`src/rtl/barrel_thread_scheduler.sv`:
```
// barrel_thread_scheduler
//   Issue-slot scheduler for the barrel core. A free-running slot counter
//   rotates over all hardware threads; each cycle the selected thread's PC
//   is presented to fetch together with whether that thread is running.
//   Keeps a per-thread PC table, an active mask and an in-flight mask.
//
// Ports
//   clk, resetn        core clock, asynchronous active-low reset
//   cmd_valid/ready    host command handshake (cmd_ready is combinational)
//   cmd_op             0 = START, 1 = STOP
//   cmd_tid, cmd_pc    target thread and start PC (START only)
//   wb_valid           writeback from the last pipeline stage
//   wb_tid, wb_next_pc thread and its next PC
//   wb_halt            thread executed ECALL/EBREAK, deactivate it
//   issue_valid/tid/pc registered issue slot for fetch
//   active_mask        running threads
//   all_idle           registered: nothing active and nothing in flight
//
// Optional build macro THREAD_SCHED_PERF_EN adds perf_tid (in) and
// perf_count (out, 32 bits): per-thread retired-instruction counters,
// cleared on reset and on an accepted START of that thread.
module barrel_thread_scheduler #(
   parameter int                    NUM_THREADS  = 32,
   parameter int                    PIPE_DEPTH   = 19,
   parameter int                    ADDR_WIDTH   = 11,
   parameter logic [ADDR_WIDTH-1:0] STARTUP_ADDR = '0
) (
   input  logic                           clk,
   input  logic                           resetn,
   input  logic                           cmd_valid,
   output logic                           cmd_ready,
   input  logic                           cmd_op,
   input  logic [$clog2(NUM_THREADS)-1:0] cmd_tid,
   input  logic [ADDR_WIDTH-1:0]          cmd_pc,
   input  logic                           wb_valid,
   input  logic [$clog2(NUM_THREADS)-1:0] wb_tid,
   input  logic [ADDR_WIDTH-1:0]          wb_next_pc,
   input  logic                           wb_halt,
`ifdef THREAD_SCHED_PERF_EN
   input  logic [$clog2(NUM_THREADS)-1:0] perf_tid,
   output logic [31:0]                    perf_count,
`endif
   output logic                           issue_valid,
   output logic [$clog2(NUM_THREADS)-1:0] issue_tid,
   output logic [ADDR_WIDTH-1:0]          issue_pc,
   output logic [NUM_THREADS-1:0]         active_mask,
   output logic                           all_idle
);

   localparam int TID_W = $clog2(NUM_THREADS);

   logic [TID_W-1:0]                        r_slot;
   logic [NUM_THREADS-1:0]                  r_active;
   logic [NUM_THREADS-1:0]                  r_inflight;
   logic [NUM_THREADS-1:0][ADDR_WIDTH-1:0]  r_pc;
   logic                                    r_issue_valid;
   logic [TID_W-1:0]                        r_issue_tid;
   logic [ADDR_WIDTH-1:0]                   r_issue_pc;
   logic                                    r_all_idle;

   logic w_start;
   logic w_stop;
   logic w_wb;

   // STOP is always taken; START waits until the thread is neither running
   // nor has an instruction still in the pipe.
   assign cmd_ready = cmd_op | (~r_active[cmd_tid] & ~r_inflight[cmd_tid]);
   assign w_start   = cmd_valid & ~cmd_op & cmd_ready;
   assign w_stop    = cmd_valid &  cmd_op;
   // A writeback only counts for a thread with an instruction in flight;
   // stale writebacks that straddle a reset are dropped here.
   assign w_wb      = wb_valid & r_inflight[wb_tid];

   always_ff @(posedge clk or negedge resetn) begin
      if (!resetn) begin
         r_slot        <= '0;
         r_active      <= '0;
         r_inflight    <= '0;
         r_pc          <= {NUM_THREADS{STARTUP_ADDR}};
         r_issue_valid <= 1'b0;
         r_issue_tid   <= '0;
         r_issue_pc    <= STARTUP_ADDR;
         r_all_idle    <= 1'b1;
      end else begin
         r_slot        <= r_slot + TID_W'(1);
         // Issue samples pre-edge state, so a same-cycle STOP still issues.
         r_issue_valid <= r_active[r_slot];
         r_issue_tid   <= r_slot;
         r_issue_pc    <= r_pc[r_slot];
         r_all_idle    <= (r_active == '0) && (r_inflight == '0);

         if (w_wb) begin
            r_pc[wb_tid]       <= wb_next_pc;
            r_inflight[wb_tid] <= 1'b0;
            if (wb_halt)
               r_active[wb_tid] <= 1'b0;
         end
         // Placed after the writeback so a fresh issue keeps its flag.
         if (r_active[r_slot])
            r_inflight[r_slot] <= 1'b1;
         // START cannot collide with a writeback on the same tid: it is
         // not ready while that thread is in flight.
         if (w_start) begin
            r_pc[cmd_tid]     <= cmd_pc;
            r_active[cmd_tid] <= 1'b1;
         end
         if (w_stop)
            r_active[cmd_tid] <= 1'b0;
      end
   end

   assign issue_valid = r_issue_valid;
   assign issue_tid   = r_issue_tid;
   assign issue_pc    = r_issue_pc;
   assign active_mask = r_active;
   assign all_idle    = r_all_idle;

`ifdef THREAD_SCHED_PERF_EN
   logic [NUM_THREADS-1:0][31:0] r_perf;

   always_ff @(posedge clk or negedge resetn) begin
      if (!resetn) begin
         r_perf <= '0;
      end else begin
         if (w_wb)
            r_perf[wb_tid] <= r_perf[wb_tid] + 32'd1;
         if (w_start)
            r_perf[cmd_tid] <= '0;
      end
   end

   assign perf_count = r_perf[perf_tid];
`endif

`ifndef SYNTHESIS
   // Issue history, PIPE_DEPTH deep, to check writeback timing.
   logic [PIPE_DEPTH-1:0]            r_hist_vld;
   logic [PIPE_DEPTH-1:0][TID_W-1:0] r_hist_tid;

   always_ff @(posedge clk or negedge resetn) begin
      if (!resetn) begin
         r_hist_vld <= '0;
         r_hist_tid <= '0;
      end else begin
         r_hist_vld <= {r_hist_vld[PIPE_DEPTH-2:0], r_issue_valid};
         r_hist_tid <= {r_hist_tid[PIPE_DEPTH-2:0], r_issue_tid};
      end
   end

   a_wb_inflight : assert property (@(posedge clk) disable iff (!resetn)
      wb_valid |-> r_inflight[wb_tid]);
   a_wb_latency  : assert property (@(posedge clk) disable iff (!resetn)
      wb_valid |-> (r_hist_vld[PIPE_DEPTH-1] && (r_hist_tid[PIPE_DEPTH-1] == wb_tid)));
`endif

endmodule

```
`config.mk`:
```
export PLATFORM = sky130hd
export DESIGN_NAME = barrel_thread_scheduler
export DESIGN_NICKNAME = d
export VERILOG_FILES = /design/src/rtl/barrel_thread_scheduler.sv
export SDC_FILE = /design/constraint.sdc
export NUM_CORES = 1
export LEC_CHECK = 0
export BUFFER_PORTS_ARGS = -buffer_cell sky130_fd_sc_hd__clkbuf_2
export CELL_PAD_IN_SITES_DETAIL_PLACEMENT = 1
export CELL_PAD_IN_SITES_GLOBAL_PLACEMENT = 2
export CORE_MARGIN = 5
export CORE_UTILIZATION = 37
export CTS_BUF_LIST = sky130_fd_sc_hd__clkbuf_16
export DETAILED_ROUTE_END_ITERATION = 10
export PLACE_DENSITY = 0.86
export SETUP_SLACK_MARGIN = 0.3
export SLEW_MARGIN = 20
export SYNTH_ARGS = -nofsm -noshare
export SYNTH_HDL_FRONTEND = slang
export SYNTH_SLANG_ARGS = --single-unit
```
`constraint.sdc`:
```
create_clock -name clk -period 2.8 [get_ports clk]
set_clock_uncertainty 0.1 [all_clocks]
set_input_delay 0.28 -clock clk [delete_from_list [all_inputs] [get_ports clk]]
set_output_delay 0.28 -clock clk [all_outputs]
set_load 0.005 [all_outputs]
```
==> flow_summary.toml, run 1 <==
[outcome]
status = "complete, no violations"

[power]
leakagePower_nw = 14.0
finalPower_mw = 18.9
power_density_nw_per_um2 = 669
peakVddDrop_uv = 456

[global_routing]
grt_usage = 0.272
grt_max_degree = 68
grt.overflow.total = 0
grt_pass1_wl_mm = 142
antenna_found_initial = 0
grt_pass1_vias = 21564

[layout]
nets = 2455
fin_cells = 3296
final_layout_size_suffix_gt1_frac = 0.235
antenna_cells = 0
synthToLayoutAreaGrowth_pct = 20.6

[placement]
gp_congestion = 0.964
port_buffers = 88
dp_hpwl_mm = 64.4
placedCellCount = 3158

[clock_network]
ctsRootBufferMaster = "clkbuf_16"
cts.sink_count = 439
cts_tree = "done"
htreeDepth = 2
clkSlewWorstSetupHoldPaths_ns = 0.06
insertion_delay_ns = 0.61
cts_buffer_depth = 3
cts_made_buffers = 51

[run]
maxCapViolations = 0

[die]
initial_utilization = 0.373
die_x_um = 262
die-height_um = 262
rows = 92
core-area_um2 = 63000
io_pins = 89
die_area_um2 = 68600

[timing]
finalCritPeriodShare = 0.969
max_slew_margin = 0.235
slew_viol_final = 0
max_freq_mhz = 369
setup_viol = 0
hold_viol_final = 0
worst_pin_slew_ns = 1.15
rsz0062_at_grt = "yes"
period_needed_ns = 2.71

[drt]
avgViaCountPerCell = 6.33
drt_iter0_drc = 2149
vias = 20848
wl_met3_mm = 7.61
top_layer = "met4"
wl_per_cell_um = 29.7
drt_drc_violations_left = 0
wl_mm = 97.8
drt_first_pass_iters = 5
wl_met2_mm = 47.0
ant_nets = 0
wl_met1_mm = 38.6

[yosys]
synth_area_per_cell_um2 = 10.3
yosysWarnings = 0
synth_edf_count = 0
syn_area_um2 = 23500
netlist-cell-type-count = 64
syn_nets = 2317
synthCells = 2275
ys_ff_latch = 439
synthArstFlopShare = 1.00
yosysSeqAreaShare = 0.468
synth-main-ff-cell = "dfrtp_1"

[setup_path]
worstPathArrival_ns = 2.33
start_kind = "register"
crit_required_ns = 2.42
cp_max_fo = 3
critPathKind = "register to output port"
crit_path_end_kind = "output port"

[worst_hold_path]
min-delay-path-class = "primary input to async pin"
==> state kept, by name (all words and copies together) (netlist names) <==
signal	count
issue_pc	11
r_pc	352
all_idle	1
issue_valid	1
active_mask	32
r_slot	5
issue_tid	5
r_inflight	32
==> cells in the final DEF (no fill, tap or decap), drive strengths merged, types with 3 or more instances in the layout <==
| cell | synthesis | final |
|---|---|---|
| and3 | 13 | 13 |
| nand4 | 7 | 7 |
| nor3b | 7 | 7 |
| o211ai | 3 | 3 |
| ha | 4 | 4 |
| mux4 | 101 | 101 |
| or3 | 14 | 14 |
| or3b | 6 | 6 |
| or2 | 3 | 3 |
| a21o | 111 | 111 |
| o221ai | 8 | 8 |
| nor2 | 263 | 263 |
| nand3b | 8 | 8 |
| nor2b | 21 | 21 |
| a22oi | 68 | 68 |
| nand2 | 232 | 232 |
| o21ai | 27 | 27 |
| o22ai | 35 | 35 |
| and2 | 4 | 4 |
| inv | 34 | 56 |
| nor4 | 3 | 3 |
| a31oi | 40 | 40 |
| mux2 | 3 | 3 |
| a22o | 115 | 115 |
| o2111ai | 5 | 5 |
| dfrtp | 438 | 438 |
| nor3 | 38 | 38 |
| nand3 | 25 | 25 |
| buf | 71 | 228 |
| a21oi | 172 | 172 |
| a211oi | 7 | 7 |
| clkbuf | 168 | 145 |
| mux2i | 173 | 173 |
| clkinv | 0 | 14 |
| a221oi | 8 | 8 |
| a221o | 11 | 11 |
| nand2b | 4 | 4 |
==> worst paths after layout <==
kind / start / end / slack, ns / depth (start not counted)
hold reg to reg: r_pc[298] / r_pc[298] / 0.38 / 1
hold / removal: resetn / r_pc[127] / 0.14 / 2
max in group asynchronous: resetn / r_pc[297] / 1.60 / 3
min in group clk: wb_halt / active_mask[28] / 0.21 / 3
setup reg to reg: r_inflight[21] / r_pc[50] / 0.13 / 13
setup / recovery: r_inflight[1] / cmd_ready / 0.09 / 6
==> per-layer routing <==
layer  track usage  vias up
met5             0        -
met4         0.119        0
met3        0.0481      260
met2         0.442      988
met1         0.360    11058
li1              -     8542
==> worst max-delay path, stage by stage (launching register included) <==
cell	delay, ns
dfrtp_1	0.46
nor2_1	0.12
mux2_2	0.30
a21oi_2	0.31
o211ai_1	0.16
a41o_1	0.26
clkbuf_2	0.11
==> per-stage QoR <==
stage | setup slack, ns | hold WS, ns | setup TNS [ns] | area [um^2] | utilization
after detailed placement | -0.222 | 0.192 | -13.84 | 25700 | 0.408
after CTS | 0.0692 | 0.150 | 0 | 27400 | 0.436
after global routing | 0.0498 | 0.167 | 0 | 28300 | 0.449
final | 0.0868 | 0.137 | 0 | 28300 | 0.449
after floorplan | 0.256 | -0.116 | 0 | 23500 | -
after global placement | -0.163 | 0.192 | -8.40 | 25700 | 0.408
==> logic make-up after synthesis <==
family	share of synthesized area
and+or+nand+nor	0.121
AOI/OAI and AO/OA	0.186
DFF	0.468
muxes	0.172
buffers and inverters	0.0491
adders and majority gates	0.00213
xor gates and xnor gates	0.00112
==> power by group <==
| group | total (mW) | switching, mW | internal [mW] |
|---|---|---|---|
| registers | 8.75 | 1.01 | 7.75 |
| clock network | 6.24 | 2.78 | 3.46 |
| logic | 3.94 | 2.01 | 1.93 |
==> final cells by class <==
cell class / instances / area [um^2]
Clock buffer: 51 / 1280
Clock inverter: 39 / 226
Fill cell: 6794 / 34700
Inverter: 34 / 128
Multi-Input combinational cell: 1563 / 11700
Sequential cell: 439 / 11000
Tap cell: 846 / 1060
Timing Repair Buffer: 324 / 2870
==> what timing repair did <==
action / in CTS / in global routing
cloned: 2 / 10
endpoints found under the hold margin: 53 / 0
gates resized for setup: 37 / 111
pin swaps: 6 / 59
hold buffers: 1 / 0
buffers inserted: 8 / 27
setup endpoints to repair: 197 / 271
==> cells in the mapped netlist (all sizes together) (11+ instances only) <==
library cell,number,area share
nor2b,21,0.0056
o22ai,35,0.0093
a21o,111,0.036
a21oi,172,0.037
o21ai,27,0.0058
dfrtp,438,0.47
a31oi,40,0.011
clkbuf,168,0.027
nor3,38,0.0092
a22o,115,0.043
and3,13,0.0035
nor2,263,0.042
or3,14,0.0037
a22oi,68,0.022
mux2i,173,0.074
a221o,11,0.0047
mux4,101,0.097
nand2,232,0.037
inv,34,0.0054
nand3,25,0.0053
buf,71,0.017
Note: power is estimated with default switching activity, not from simulation.
==> run 2: changes to the inputs <==
==> constraint.sdc (replaced) <==
create_clock -name clk -period 2.27 [get_ports clk]
set_clock_uncertainty 0.1 [all_clocks]
set_input_delay 0.227 -clock clk [delete_from_list [all_inputs] [get_ports clk]]
set_output_delay 0.227 -clock clk [all_outputs]
set_load 0.005 [all_outputs]
==> flow_summary.toml, run 2 (same netlist as run 1, synthesis figures left out) <==
[setup_path]
r2r-end = "r_pc[308]"
rr_worst_depth = 10
critPathKind = "register to register"
crit_required_ns = 2.69
crit_path_end_kind = "register"
cp_max_fo = 6
rrSetupSlack_ns = -0.62
worstPathArrival_ns = 3.31
reg2reg_from = "r_inflight[5]"
start_kind = "register"

[global_routing]
grt_pass1_wl_mm = 164
antenna_found_initial = 2
grt_pass1_vias = 24106
grt_usage = 0.320
grt.overflow.total = 0
grt_max_degree = 99

[placement]
gp_congestion = 0.955
dp_hpwl_mm = 69.7
port_buffers = 88
placed_area_um2 = 27400
pre_cts_slack_ns = -0.830

[die]
core-area_um2 = 63000
io_pins = 89
die_x_um = 262
rows = 92
die-height_um = 262
initial_utilization = 0.373
die_area_um2 = 68600

[timing]
finalWorstSetupSlack_ns = -0.623
finalCritPeriodShare = 1.27
rsz0062_at_grt = "yes"
max_freq_mhz = 346
hold_viol_final = 0
max_slew_margin = 0.146
slew_viol_final = 0
worst_pin_slew_ns = 1.28
fin_setup_tns_ns = -124.50
setup_viol = 378
period_needed_ns = 2.89

[layout]
fin_area_um2 = 32500
layout_commonest_cell = "dfrtp_1"
final_layout_size_suffix_gt1_frac = 0.366
top_register = "r_pc"
final_cell_mix = "431 x dfrtp_1, 274 x buf_4, 241 x nor2_1, 212 x nand2_1, 143 x a21oi_1"
synthToLayoutAreaGrowth_pct = 38.4
largest_reg_flops = 352
nets = 2695

[worst_hold_path]
timing.hold.worst.start = "wb_next_pc[2]"
min_to = "r_pc[266]"
min-delay-path-class = "primary input to register"
holdPathStages = 3

[power]
power_density_nw_per_um2 = 805
leakagePower_nw = 15.7
peakVddDrop_uv = 576

[clock_network]
cts_tree = "done"
ctsRootBufferMaster = "clkbuf_16"
clkSlewWorstSetupHoldPaths_ns = 0.07
cts_made_buffers = 51
htreeDepth = 2
insertion_delay_ns = 0.64
cts_buffer_depth = 3
cts.sink_count = 439

[drt]
drt_iter0_drc = 3178
wl_mm = 119
avgViaCountPerCell = 6.65
drt_first_pass_iters = 7
vias = 23508
ant_nets = 0
wl_per_cell_um = 33.6
drt_drc_violations_left = 0

[outcome]
violations = "negative setup slack"
status = "complete, but fails checks"

[run]
maxCapViolations = 0
==> run 2: cell count changes in the layout (fill, tap and decap cells not counted), sizes merged <==
cell,previous run,this run
buf,228,470
bufbuf,1,0
bufinv,2,8
clkbuf,145,140
clkinv,14,16
clkinvlp,1,0
diode,0,2
dlygate4sd3,1,5
inv,56,46
==> run 2: routing by layer <==
layer  track usage  part of all wire  vias up
met5             0          0.000059        -
met2         0.522              0.46     1785
met1         0.403              0.36    12064
met4         0.162             0.076        2
li1              -                 -     9058
met3        0.0721              0.10      599
==> run 2: worst max-delay path: stages, from the launching register on <==
cell and delay [ns]:
dfrtp_1 0.41, mux2i_1 0.15, o22ai_2 0.23, nor2_2 0.09, o221a_1 0.29, buf_6 0.16, buf_12 0.12, a2111o_2 0.55
buf_12 0.21, mux2i_2 0.14, a21oi_1 0.32
==> run 2: worst max path at each step <==
stage               slack, ns        end           start
floorplan               -0.22  r_pc[156]       wb_tid[1]
global placement        -0.79   r_pc[58]       wb_tid[3]
detailed placement      -0.83  r_pc[172]       wb_tid[3]
CTS                     -0.41  cmd_ready  r_inflight[26]
global route            -0.61  r_pc[308]  r_inflight[29]
finish                  -0.62  r_pc[308]   r_inflight[5]
==> run 2: cell type report <==
| type | instances | area, um^2 |
|---|---|---|
| multi-input cells | 1563 | 12900 |
| clock inverters | 36 | 355 |
| inverters | 34 | 128 |
| clock buffers | 51 | 1280 |
| flip-flops and latches | 439 | 11000 |
| fillers | 6592 | 30500 |
| diodes | 2 | 5.00 |
| well taps | 846 | 1060 |
| repair buffers | 564 | 5780 |
==> run 2: per-stage QoR <==
| step | power [mW] | hold slack (ns) | utilization | cells |
|---|---|---|---|---|
| 6_report | 26.1 | 0.0652 | 0.516 | 3535 |
| 4_1_cts | 24.9 | 0.0244 | 0.499 | 3496 |
| 3_5_place_dp | 15.9 | 0.0202 | 0.435 | 3303 |
| 3_3_place_gp | 15.5 | 0.0235 | 0.435 | 3303 |
| 5_1_grt | 26.8 | 0.0941 | 0.516 | 3533 |
| 2_1_floorplan | 13.3 | -0.169 | - | 2275 |
==> run 2: what timing repair did <==
item	4_1_cts	5_1_grt
endpoints found under the hold margin	447	0
buffers inserted	78	33
gates cloned	23	4
resized for setup	291	162
setup endpoints to repair	413	424
hold buffers	5	0
pin swaps	152	122
==> run 2: report_power, final <==
group | leakage [nW] | switching (mW) | internal, mW
combinational | 9.22 | 3.34 | 3.22
sequential | 5.67 | 1.39 | 9.55
clock | 0.839 | 3.68 | 4.94
total | 15.7 | 8.42 | 17.7
